### src/rtl/alu_pkg.sv
// Shared definitions for the integer adder datapath: op encodings, flag bit
// positions and a helper that sizes the second-level lookahead units.
package alu_pkg;

  typedef enum logic [1:0] {
    OP_ADD = 2'b00,
    OP_SUB = 2'b01,
    OP_ADC = 2'b10,
    OP_SBB = 2'b11
  } op_e;

  // Bit positions inside the packed flag register.
  localparam int FLAG_C    = 0;
  localparam int FLAG_V    = 1;
  localparam int FLAG_Z    = 2;
  localparam int FLAG_N    = 3;
  localparam int NUM_FLAGS = 4;

  // Size of one second-level lookahead unit covering ng groups. Up to eight
  // groups fit in one unit; wider words are split into equal chunks of at
  // most eight groups that ripple into each other.
  function automatic int lka_chunk(input int ng);
    int r;
    if (ng <= 8) begin
      r = ng;
    end else if ((ng % 8) == 0) begin
      r = 8;
    end else if ((ng % 4) == 0) begin
      r = 4;
    end else if ((ng % 2) == 0) begin
      r = 2;
    end else begin
      r = 1;
    end
    return r;
  endfunction

endpackage

### src/rtl/cla_group_unit.sv
// Combinational carry-lookahead unit over N propagate/generate pairs.
// carry[k] is the carry out of position k (carry into position k+1);
// p_out/g_out are the group propagate/generate for use at the next level.
module cla_group_unit #(
  parameter int N = 4
) (
  input  logic [N-1:0] p,
  input  logic [N-1:0] g,
  input  logic         cin,
  output logic [N-1:0] carry,
  output logic         p_out,
  output logic         g_out
);

  // Flat two-level lookahead: each carry is an OR of generate terms gated by
  // all higher propagates, plus cin gated by every propagate below it.
  always_comb begin
    logic acc_s;
    logic term_s;
    carry  = {N{1'b0}};
    g_out  = 1'b0;
    acc_s  = 1'b0;
    term_s = 1'b0;
    for (int k = 0; k < N; k++) begin
      term_s = cin;
      for (int j = 0; j <= k; j++) begin
        term_s = term_s & p[j];
      end
      acc_s = term_s;
      for (int j = 0; j <= k; j++) begin
        term_s = g[j];
        for (int m = j + 1; m <= k; m++) begin
          term_s = term_s & p[m];
        end
        acc_s = acc_s | term_s;
      end
      carry[k] = acc_s;
    end
    acc_s = 1'b0;
    for (int j = 0; j < N; j++) begin
      term_s = g[j];
      for (int m = j + 1; m < N; m++) begin
        term_s = term_s & p[m];
      end
      acc_s = acc_s | term_s;
    end
    g_out = acc_s;
  end

  assign p_out = &p;

endmodule

### src/rtl/cla_pipelined_adder.sv
// Pipelined carry-lookahead adder/subtractor with C/V/Z/N flags and
// valid/ready handshakes on both sides. With STAGES=2 the bit/group P/G terms
// are registered before the carry network; with STAGES=1 everything is
// computed from the inputs and registered once at the output.
module cla_pipelined_adder
  import alu_pkg::*;
#(
  parameter int WIDTH  = 32,
  parameter int GROUP  = 4,
  parameter int STAGES = 2
) (
  input  logic             clk,
  input  logic             rst,
  input  logic             in_valid,
  output logic             in_ready,
  input  logic [1:0]       op,
  input  logic [WIDTH-1:0] a,
  input  logic [WIDTH-1:0] b,
  input  logic             c_in,
  output logic             out_valid,
  input  logic             out_ready,
  output logic [WIDTH-1:0] sum,
  output logic             flag_c,
  output logic             flag_v,
  output logic             flag_z,
  output logic             flag_n
);

  localparam int NG  = WIDTH / GROUP;
  localparam int CH  = lka_chunk(NG);
  localparam int NCH = NG / CH;

  // ---------------- front end: operand conditioning and P/G ----------------
  logic [WIDTH-1:0] bb_s;
  logic             cin0_s;
  logic [WIDTH-1:0] p_s;
  logic [WIDTH-1:0] g_s;
  logic [NG-1:0]    gp_s;
  logic [NG-1:0]    gg_s;
  logic [WIDTH-1:0] front_carry_unused_s;

  // Invert B and pick the initial carry according to the operation.
  always_comb begin
    bb_s   = b;
    cin0_s = 1'b0;
    case (op_e'(op))
      OP_ADD: begin
        bb_s   = b;
        cin0_s = 1'b0;
      end
      OP_SUB: begin
        bb_s   = ~b;
        cin0_s = 1'b1;
      end
      OP_ADC: begin
        bb_s   = b;
        cin0_s = c_in;
      end
      OP_SBB: begin
        bb_s   = ~b;
        cin0_s = c_in;
      end
      default: begin
        bb_s   = b;
        cin0_s = 1'b0;
      end
    endcase
  end

  assign p_s = a ^ bb_s;
  assign g_s = a & bb_s;

  // First level: group propagate/generate only; carries here assume cin=0
  // and are recomputed later once the real group carry-in is known.
  for (genvar gi = 0; gi < NG; gi++) begin : g_front
    cla_group_unit #(.N(GROUP)) u_grp (
      .p     (p_s[gi*GROUP +: GROUP]),
      .g     (g_s[gi*GROUP +: GROUP]),
      .cin   (1'b0),
      .carry (front_carry_unused_s[gi*GROUP +: GROUP]),
      .p_out (gp_s[gi]),
      .g_out (gg_s[gi])
    );
  end

  // ---------------- optional stage-1 register ----------------
  logic             out_valid_q;
  logic             out_adv_s;
  logic             b_valid_s;
  logic [WIDTH-1:0] b_p_s;
  logic [WIDTH-1:0] b_g_s;
  logic [NG-1:0]    b_gp_s;
  logic [NG-1:0]    b_gg_s;
  logic             b_cin_s;

  // The output register can take new data when empty or being drained.
  assign out_adv_s = ~out_valid_q | out_ready;

  if (STAGES == 2) begin : g_two
    logic             s1_valid_q;
    logic             s1_valid_d;
    logic             s1_load_s;
    logic [WIDTH-1:0] s1_p_q;
    logic [WIDTH-1:0] s1_g_q;
    logic [NG-1:0]    s1_gp_q;
    logic [NG-1:0]    s1_gg_q;
    logic             s1_cin_q;

    assign in_ready = ~s1_valid_q | out_adv_s;

    // Stage-1 occupancy: refill on every accept slot, otherwise hold.
    always_comb begin
      s1_valid_d = s1_valid_q;
      s1_load_s  = 1'b0;
      if (in_ready) begin
        s1_valid_d = in_valid;
        s1_load_s  = in_valid;
      end else begin
        s1_valid_d = s1_valid_q;
        s1_load_s  = 1'b0;
      end
    end

    // Stage-1 register: P/G terms and carry-in of the accepted operation.
    always_ff @(posedge clk) begin
      if (rst) begin
        s1_valid_q <= 1'b0;
        s1_p_q     <= {WIDTH{1'b0}};
        s1_g_q     <= {WIDTH{1'b0}};
        s1_gp_q    <= {NG{1'b0}};
        s1_gg_q    <= {NG{1'b0}};
        s1_cin_q   <= 1'b0;
      end else begin
        s1_valid_q <= s1_valid_d;
        if (s1_load_s) begin
          s1_p_q   <= p_s;
          s1_g_q   <= g_s;
          s1_gp_q  <= gp_s;
          s1_gg_q  <= gg_s;
          s1_cin_q <= cin0_s;
        end
      end
    end

    assign b_valid_s = s1_valid_q;
    assign b_p_s     = s1_p_q;
    assign b_g_s     = s1_g_q;
    assign b_gp_s    = s1_gp_q;
    assign b_gg_s    = s1_gg_q;
    assign b_cin_s   = s1_cin_q;
  end else begin : g_one
    assign in_ready  = out_adv_s;
    assign b_valid_s = in_valid;
    assign b_p_s     = p_s;
    assign b_g_s     = g_s;
    assign b_gp_s    = gp_s;
    assign b_gg_s    = gg_s;
    assign b_cin_s   = cin0_s;
  end

  // ---------------- back end: carries, sum and flags ----------------
  logic [NG-1:0]    gcarry_s;
  logic [NCH-1:0]   chunk_cin_s;
  logic [NCH-1:0]   lvl2_p_unused_s;
  logic [NCH-1:0]   lvl2_g_unused_s;
  logic [NG-1:0]    gcin_s;
  logic [WIDTH-1:0] bcarry_s;
  logic [NG-1:0]    bit_p_unused_s;
  logic [NG-1:0]    bit_g_unused_s;
  logic [WIDTH-1:0] cinto_s;
  logic [WIDTH-1:0] sum_s;

  // Second level: lookahead over group P/G, chained in chunks of <= 8 groups.
  for (genvar ci = 0; ci < NCH; ci++) begin : g_lvl2
    if (ci == 0) begin : g_first
      assign chunk_cin_s[ci] = b_cin_s;
    end else begin : g_next
      assign chunk_cin_s[ci] = gcarry_s[ci*CH-1];
    end
    cla_group_unit #(.N(CH)) u_lvl2 (
      .p     (b_gp_s[ci*CH +: CH]),
      .g     (b_gg_s[ci*CH +: CH]),
      .cin   (chunk_cin_s[ci]),
      .carry (gcarry_s[ci*CH +: CH]),
      .p_out (lvl2_p_unused_s[ci]),
      .g_out (lvl2_g_unused_s[ci])
    );
  end

  // Bit carries inside each group, seeded with that group's carry-in.
  for (genvar gi = 0; gi < NG; gi++) begin : g_bits
    if (gi == 0) begin : g_first
      assign gcin_s[gi] = b_cin_s;
    end else begin : g_next
      assign gcin_s[gi] = gcarry_s[gi-1];
    end
    cla_group_unit #(.N(GROUP)) u_bitc (
      .p     (b_p_s[gi*GROUP +: GROUP]),
      .g     (b_g_s[gi*GROUP +: GROUP]),
      .cin   (gcin_s[gi]),
      .carry (bcarry_s[gi*GROUP +: GROUP]),
      .p_out (bit_p_unused_s[gi]),
      .g_out (bit_g_unused_s[gi])
    );
  end

  assign cinto_s = {bcarry_s[WIDTH-2:0], b_cin_s};
  assign sum_s   = b_p_s ^ cinto_s;

  // Outputs of the lookahead units that duplicate information used elsewhere.
  logic unused_ok_s;
  assign unused_ok_s = ^{front_carry_unused_s, lvl2_p_unused_s, lvl2_g_unused_s,
                         bit_p_unused_s, bit_g_unused_s, gcarry_s[NG-1]};

  // ---------------- output register ----------------
  logic                 out_valid_d;
  logic [WIDTH-1:0]     sum_q;
  logic [WIDTH-1:0]     sum_d;
  logic [NUM_FLAGS-1:0] flags_q;
  logic [NUM_FLAGS-1:0] flags_d;

  // Load a new result only when the output slot frees up; otherwise hold so
  // the presented result stays stable under back-pressure.
  always_comb begin
    out_valid_d = out_valid_q;
    sum_d       = sum_q;
    flags_d     = flags_q;
    if (out_adv_s) begin
      out_valid_d = b_valid_s;
      if (b_valid_s) begin
        sum_d           = sum_s;
        flags_d[FLAG_C] = bcarry_s[WIDTH-1];
        flags_d[FLAG_V] = bcarry_s[WIDTH-1] ^ cinto_s[WIDTH-1];
        flags_d[FLAG_Z] = (sum_s == {WIDTH{1'b0}});
        flags_d[FLAG_N] = sum_s[WIDTH-1];
      end else begin
        sum_d   = sum_q;
        flags_d = flags_q;
      end
    end else begin
      out_valid_d = out_valid_q;
    end
  end

  // Output state register; reset clears the valid bit and the visible result.
  always_ff @(posedge clk) begin
    if (rst) begin
      out_valid_q <= 1'b0;
      sum_q       <= {WIDTH{1'b0}};
      flags_q     <= {NUM_FLAGS{1'b0}};
    end else begin
      out_valid_q <= out_valid_d;
      sum_q       <= sum_d;
      flags_q     <= flags_d;
    end
  end

  assign out_valid = out_valid_q;
  assign sum       = sum_q;
  assign flag_c    = flags_q[FLAG_C];
  assign flag_v    = flags_q[FLAG_V];
  assign flag_z    = flags_q[FLAG_Z];
  assign flag_n    = flags_q[FLAG_N];

endmodule

### config.mk
export PLATFORM = sky130hd
export DESIGN_NAME = cla_pipelined_adder
export DESIGN_NICKNAME = d
export VERILOG_FILES = /design/src/rtl/alu_pkg.sv /design/src/rtl/cla_group_unit.sv /design/src/rtl/cla_pipelined_adder.sv
export SDC_FILE = /design/constraint.sdc
export NUM_CORES = 1
export LEC_CHECK = 0
export ABC_CLOCK_PERIOD_IN_PS = 3500
export CAP_MARGIN = 30
export CORE_MARGIN = 4
export CORE_UTILIZATION = 52
export DETAILED_ROUTE_END_ITERATION = 10
export PLACE_DENSITY = 0.85
export SYNTH_ARGS = -nofsm -noshare
export SYNTH_HDL_FRONTEND = slang
export SYNTH_SLANG_ARGS = --single-unit
### constraint.sdc
create_clock -name clk -period 3.5 [get_ports clk]
set_input_delay 1.05 -clock clk [delete_from_list [all_inputs] [get_ports clk]]
set_output_delay 1.05 -clock clk [all_outputs]
set_load 0.005 [all_outputs]
== Word-level counts from Yosys, hierarchy flattened ==
Index checks and enable logic that the tools add are counted.

* Equality and inequality tests: 3
* Muxes and demuxes: 3
* Bitwise gates (word level): 288
* Reduce and logical (&&, ||, !) cells: 13

{| class="wikitable"
|+ Operator list
! kind !! count
|-
| AND 1 bit || 150
|-
| bitwise OR 1 bit || 131
|-
| one-hot mux 32 bit (2 select lines) || 1
|-
| XOR 32 bit || 2
|-
| AND 32 bit || 1
|-
| zero test 32 bit || 1
|-
| inverter 32 bit || 1
|-
| AND reduction 4 bit || 7
|-
| OR reduction 2 bit || 3
|-
| equality test 2 bit, second input constant || 2
|-
| one-hot mux 1 bit (3 select lines) || 1
|-
| equality test 2 x 1 -> 1 bit, second input constant || 1
|-
| zero test 2 bit || 1
|-
| inverter 1 bit || 2
|-
| AND reduction 2 bit || 1
|-
| two-way mux 1 bit || 1
|-
| XOR 1 bit || 1
|}

* Flip-flop bits (word level): 117
* Input bits: 71
* Output and inout port bits: 38

== Longest topological paths before layout ==
Gate-level depths: netlist of the first run.

* Depth after elaboration: 23
* Mapped depth: 9

== By module ==
A second synthesis of the first run with hierarchy kept.

* Cells, all modules: 782
* Area, all modules: 6331.1 µm²

{| class="wikitable"
|+ By module, submodules not included
! module !! instances !! cells each !! area an instance (µm²) !! seq. area each (µm²)
|-
| cla_pipelined_adder || 1 || 596 || 5201.2 || 2362.3
|-
| cla_group_unit at g_bits[0].u_bitc ... || 16 || 10 || 60.1 || 0.0
|-
| cla_group_unit at g_lvl2[0].u_lvl2 || 1 || 26 || 168.9 || 0.0
|}

== Least setup slack after synthesis of the first run ==
No wires, ideal clock.

* Path kind: input port to flip-flop
* Start: in op[0]
* End: reg g_two.s1_gg_q[6] (netlist: b_gg_s[6])
* Library setup time: 134 ps
* Arrival: 2535 ps
* Setup slack: 831 ps
* Stages: 8
* Cell sequence: clkbuf_1 > buf_1 > xor2_1 > ha_1 > a21oi_1 > nor2b_1 > o21ai_0 > a211oi_1

* Word-level cells in the longest chain between the ends: 10

{| class="wikitable"
|+ Ends and longest elaborated chain
! item !! RTL line !! text
|-
| start: declaration || cla_pipelined_adder.sv:16 || <nowiki>input logic [1:0] op,</nowiki>
|-
| equality test 2 bit (tied with other cells) || cla_pipelined_adder.sv:46 || <nowiki>case (op_e'(op))</nowiki>
|-
| OR reduction 2 bit (no source line) || n/a ||
|-
| one-hot mux 32 bit (2 select lines) * || cla_pipelined_adder.sv:46 ||
|-
| XOR 32 bit * || cla_pipelined_adder.sv:70 || <nowiki>assign p_s = a ^ bb_s;</nowiki>
|-
| net g_front[6].u_grp.p[1] || cla_group_unit.sv:7 || <nowiki>input logic [N-1:0] p,</nowiki>
|-
| AND 1 bit * (3 in a row) || n/a ||
|-
| bitwise OR 1 bit * (3 in a row) || n/a ||
|-
| end signal: assignment || cla_pipelined_adder.sv:131 || <nowiki>s1_gg_q <= {NG{1'b0}};</nowiki>
|-
| end signal: assignment || cla_pipelined_adder.sv:139 || <nowiki>s1_gg_q <= gg_s;</nowiki>
|-
| end: declaration || cla_pipelined_adder.sv:106 || <nowiki>logic [NG-1:0] s1_gg_q;</nowiki>
|}

Mark *: on every way through the listed nets, which the timed path passes. The rest lies on a longest branch.
A chain may end at the register's enable or synchronous reset.

== Final worst setup path of the first run ==
* Start: in out_ready
* End: out in_ready

* Word-level cells in the longest chain between the ends: 2

{| class="wikitable"
|+ Ends and longest elaborated chain
! item !! RTL line !! text
|-
| start: declaration || cla_pipelined_adder.sv:21 || <nowiki>input logic out_ready,</nowiki>
|-
| bitwise OR 1 bit || cla_pipelined_adder.sv:97 || <nowiki>assign out_adv_s = ~out_valid_q | out_ready;</nowiki>
|-
| bitwise OR 1 bit || cla_pipelined_adder.sv:109 || <nowiki>assign in_ready = ~s1_valid_q | out_adv_s;</nowiki>
|-
| end: declaration || cla_pipelined_adder.sv:15 || <nowiki>output logic in_ready,</nowiki>
|}

No other way between the ends.

==> reports/metrics.yaml, run 1 <==
status: "complete, no violations"
end_kind: "output port"
grt_pass1_vias: 5699
period_needed_ns: 3.31
grt_use_total: 0.249
clockBufferDepth: 2
syn_avg_cell_area_sq_um: 7.82
clk_latency_ns: 0.41
worstSetupStartpointType: "input pin"
cts_buffers: 17
cts-root-buf: "clkbuf_16"
clk_pin_slew_worst_paths_ns: 0.05
synthTopCellsByArea: "dfxtp_1, nand2_1, a21oi_1"
grt_pass1_wl_mm: 26.7
hold_viol: 0
worstPathArrival_ns: 2.26
netlist_area_sq_mm: 0.00594
drt_iter0_markers: 508
power.density_mw_per_mm2: 516
netlist.area_leader.share: 0.391
ys_async_sr_fraction: 0
reg2reg_slack_ns: 0.87
netlist_instances: 759
ys_ff_latch: 116
slew_headroom: 0.539
dpl-instance-area_sq_mm: 0.00712
path_class: "in2out"
fin_crit_sh: 0.944
drc: 0
cts_num_sinks: 116
yosys_warnings: 0
setup_violations: 0
crit_buf_inv: 2
rsz0062_at_grt: "false"
grt_antenna_before_repair: 0
die_w_um: 115
via_per_inst: 5.82
io_buffers: 108
ir_worst_vdd_mv: 0.300
crit_chain: "clkdlybuf4s50_1, nor2b_1, nand2_1, clkdlybuf4s50_1"
die_h_um: 115
n_antenna_cell: 0
firstDrtPassIters: 5
wire_per_inst_um: 16.0
start_util: 0.540
hold_buffers: 0
netlist-cell-type-count: 53
crit_path_frequent_cell: "clkdlybuf4s50_1"
synth_top_cell_by_area: "dfxtp_1"
worst_pin_slew_ns: 0.691
slowest_delay_ns: 0.49
multi_input_area_sq_mm: 0.00342
fin_util: 0.708
final_common_cell: "nand2_1"
grt-ovfl-total: 0
maxCapViolations: 0
cp_max_fo: 3
fill_cells: 812
skew_ns: 0.00688
routed_wl_mm: 16.1
synth_nets: 863
grt_max_degree: 86
fin_setup_tns_ns: 0
io_pins: 109
final_cell_mix: "nand2_1, dfxtp_1, a21oi_1, clkdlybuf4s50_1, nor2_1"
cts_tree: "done"
post-cts-setup-buffers: 0
floorplan.core_area_sq_mm: 0.0110
die_area_sq_mm: 0.0132
ff_latch_area_sq_mm: 0.00232
row_count: 38
drive_gt1_frac: 0.0694
place_congestion: 0.895
hpwl_mm: 11.1
cts_max_level: 4
p_leak_nw: 3.08
synth_edf_count: 0
yosysSeqAreaShare: 0.391
crit_slowest_cell: "clkdlybuf4s50_1"
final_area_sq_mm: 0.00777
final_nets: 955
cp_data_required_time_ns: 2.45
finalMaxSlewViolations: 0
crit_family: "buffers and inverters"
ctsResizeCount: 0
ant_nets: 0
synth_flop_cell: "dfxtp_1"
timing.fmax_mhz: 303
num_vias: 5840
worstHoldPathType: "reg2reg"
syn2layout_area_growth_pct: 30.9
[synthesized netlist by cell type (all sizes together) (3+ instances only)]
cell    number
nand2      164
dfxtp      116
a21oi      112
nor2        75
xor2        43
clkbuf      38
ha          33
o21ai       21
a211oi      14
nor2b       12
nor3        12
xnor2       11
or3         10
nand4        9
inv          8
nand3        7
buf          6
o21a         5
a21o         4
and2         4
and3         4
o211a        4
o211ai       4
or2          4
a31oi        3
mux2i        3
nand2b       3
nor4         3
[registers in the layout (all words and copies together), names as in the netlist]
signal and cells:
b_cin_s 1, b_g_s 32, b_gg_s 7, b_gp_s 7
b_p_s 32, b_valid_s 1, flags_q 3, out_valid 1
sum 32
[logic make-up after synthesis]
family / share of synthesized area
buffers and inverters: 0.0335
xor gates and xnor gates: 0.0797
adders and majority gates: 0.0696
AOI/OAI and AO/OA: 0.195
DFF: 0.391
and+or+nand+nor: 0.226
muxes: 0.00506
[through the flow]
stage | total power [mW] | hold WS, ns | std cells | setup WS [ns]
after detailed placement | 2.13 | 0.450 | 972 | 0.167
after floorplan | 1.88 | 0.436 | 759 | 0.831
after CTS | 4.00 | 0.458 | 1004 | 0.157
after global placement | 2.10 | 0.445 | 972 | 0.184
after global routing | 4.17 | 0.489 | 1004 | 0.106
final | 4.01 | 0.459 | 1004 | 0.195
[area by class of cell]
| cell class | instances | area share |
|---|---|---|
| Inverter | 8 | 0.00386 |
| Tap cell | 140 | 0.0225 |
| Multi-Input combinational cell | 591 | 0.440 |
| Clock inverter | 14 | 0.0269 |
| Timing Repair Buffer | 117 | 0.152 |
| Clock buffer | 18 | 0.0565 |
| Sequential cell | 116 | 0.299 |
[power breakdown]
part           leakage (nW)  internal, mW  switching, mW
clock                 0.308          1.28          0.608
sequential            0.949          1.40         0.0864
combinational          1.82         0.309          0.327
[tightest hold or removal path, stage by stage (launching register included)]
cell and delay [ns]:
dfxtp_1 0.31, nand2_1 0.05, a21oi_1 0.05
[routing by layer]
metal  track usage  vias to the layer above  part of all wire
met1         0.307                     2709              0.41
met2         0.426                      275              0.49
li1              -                     2801                 -
met5             0                        -                 0
met3        0.0532                       55             0.077
met4        0.0915                        0             0.030
[path summary, 6_finish.rpt]
path,from,to,cells past startpoint
hold reg to reg,b_p_s[0],b_p_s[0],2
setup / recovery,out_ready,in_ready,4
setup reg to reg,b_cin_s,flags_q[2],8
hold / removal,b_p_s[0],b_p_s[0],2
No activity file was read; power rests on OpenSTA's default activity.
==> run 2, diff against run 1 <==
DONT_BUFFER_PORTS = 1   (was default)
PLACE_DENSITY = 0.73   (was 0.85)
==> run 2 against run 1 <==
Compared with the run above:
- sequential cell count unchanged
- die area unchanged
- clock skew up 0.0034 ns
- sequential power about the same
- maximum frequency up 30%
- via count down 13%
- power down 7.5%
- critical path type unchanged
- largest cell class unchanged
==> reports/metrics.yaml, run 2 (same netlist as run 1, synthesis figures left out) <==
clockBufferDepth: 2  # unchanged
clk_pin_slew_worst_paths_ns: 0.05  # about the same
grt_pass1_wl_mm: 23.9  # was 26.7 mm
via_per_inst: 5.74  # was 5.82
worstSetupStartpointType: "input pin"  # unchanged
layout_setup_ws_ns: 0.961  # was 0.195 ns
row_count: 38  # unchanged
routed_wl_mm: 14.5  # was 16.1 mm
syn2layout_area_growth_pct: 11.2  # was 30.9%
io_buffers: 0  # was 108
ir_worst_vdd_mv: 0.392  # was 0.300 mV
final_nets: 842  # was 955
end_kind: "output port"  # unchanged
cts_tree: "done"  # unchanged
drc: 0  # unchanged
io_pins: 109  # unchanged
hold_viol: 0  # unchanged
wl_met2_mm: 6.71  # was 7.83 mm
floorplan.core_area_sq_mm: 0.0110  # unchanged
slew_headroom: 0.535  # was 0.539
path_class: "in2out"  # unchanged
crit_buf_inv: 0  # was 2
die_w_um: 115  # unchanged
cts_num_sinks: 116  # unchanged
maxUsedRoutingLayer: "met4"  # unchanged
timing.fmax_mhz: 394  # was 303 MHz
grt_antenna_before_repair: 0  # unchanged
wl_met3_um: 989  # was 1.25 mm
slowest_delay_ns: 0.26  # was 0.49 ns
ctsResizeCount: 0  # unchanged
crit_family: "simple AND/OR/NAND/NOR gates"  # was buffers and inverters
setup_violations: 0  # unchanged
drt_iter0_markers: 399  # was 508
cts_max_level: 4  # unchanged
crit_chain: "nor2b_1, nand2_1"  # was clkdlybuf4s50_1, nor2b_1, nand2_1, clkdlybuf4s50_1
power.density_mw_per_mm2: 562  # was 516 mW/mm^2
die_area_sq_mm: 0.0132  # unchanged
grt_max_degree: 118  # was 86
maxCapViolations: 0  # unchanged
wire_per_inst_um: 16.3  # was 16.0 um
fin_crit_sh: 0.726  # was 0.944
status: "complete, no violations"  # unchanged
cts-root-buf: "clkbuf_16"  # unchanged
firstDrtPassIters: 5  # unchanged
p_leak_nw: 2.63  # was 3.08 nW
drive_gt1_frac: 0.0628  # was 0.0694
ant_nets: 0  # unchanged
cts_buffers: 17  # unchanged
clk_latency_ns: 0.42  # was 0.41 ns
worstPathArrival_ns: 1.49  # was 2.26 ns
grt_pass1_vias: 5046  # was 5699
grt-ovfl-total: 0  # unchanged
drt-met1-wl_mm: 6.53  # was 6.52 mm
hpwl_mm: 10.3  # was 11.1 mm
crit_slowest_cell: "nor2b_1"  # was clkdlybuf4s50_1
cp_max_fo: 5  # was 3
pre_cts_ws_ns: 0.969  # was 0.167 ns
rsz0062_at_grt: "false"  # unchanged
fin_setup_tns_ns: 0  # unchanged
final_cell_mix: "nand2_1, dfxtp_1, a21oi_1, nor2_1, xor2_1"  # was nand2_1, dfxtp_1, a21oi_1, clkdlybuf4s50_1, nor2_1
period_needed_ns: 2.54  # was 3.31 ns
finalMaxSlewViolations: 0  # unchanged
worst_pin_slew_ns: 0.697  # was 0.691 ns
skew_ns: 0.0103  # was 0.00688 ns
n_antenna_cell: 0  # unchanged
final_common_cell: "nand2_1"  # unchanged
start_util: 0.540  # unchanged
hold_ws_ns: 0.455  # was 0.459 ns
post-cts-setup-buffers: 0  # unchanged
worstHoldPathType: "reg2reg"  # unchanged
cp_data_required_time_ns: 2.45  # about the same
grt_use_total: 0.227  # was 0.249
num_vias: 5099  # was 5840
die_h_um: 115  # unchanged
hold_buffers: 0  # unchanged
place_congestion: 0.843  # was 0.895
run 2: changes by cell type in the layout (fill, tap and decap cells not counted), sizes merged:
cell           delta
bufinv            -2
clkinvlp          -4
clkdlybuf4s50   -106
clkbuf            +8
buf               -7
clkinv            -4
run 2: metal layers:
metal | vias to the layer above | track usage
met5 | - | 0
met1 | 2364 | 0.291
met3 | 27 | 0.0758
li1 | 2560 | -
met4 | 0 | 0.0829
met2 | 148 | 0.355
run 2: worst register-to-register path: stages (launching register included):
cell	delay, ns
dfxtp_1	0.34
a21o_2	0.26
a221oi_1	0.65
o21bai_1	0.20
xnor2_1	0.21
o2111ai_1	0.16
nor4_2	0.33
nand4_1	0.11
nand2_1	0.08
run 2: path summary, 6_finish.rpt:
check	depth (start not counted)	slack, ns	to	start
max reg2reg	8	1.12	flags_q[2]	b_gp_s[2]
max	2	0.96	in_ready	out_ready
min reg2reg	2	0.46	b_g_s[18]	b_g_s[18]
min	2	0.46	b_g_s[18]	b_g_s[18]
run 2: cell type report:
class,count,area [sq um]
clock inverter,4,95.1
multi-input combinational,591,3420
clock buffer,26,499
fill,957,4390
timing repair buffer,4,55.1
sequential,116,2320
inverter,8,30.0
tap,140,175
run 2: through the flow:
step | area (sq um) | cells | total power, mW | util
after floorplan | 5940 | 759 | 1.88 | -
after global placement | 6000 | 859 | 1.97 | 0.547
after detailed placement | 6000 | 859 | 1.98 | 0.547
after CTS | 6600 | 889 | 3.72 | 0.601
after global routing | 6600 | 889 | 3.86 | 0.601
final | 6600 | 889 | 3.71 | 0.601
run 2: where the power goes:
part	switching (mW)	total [mW]	leakage, nW	internal, mW
Combinational	0.267	0.472	1.39	0.205
Clock	0.560	1.74	0.290	1.18
Sequential	0.0852	1.49	0.949	1.40
Total	0.912	3.71	2.63	2.79
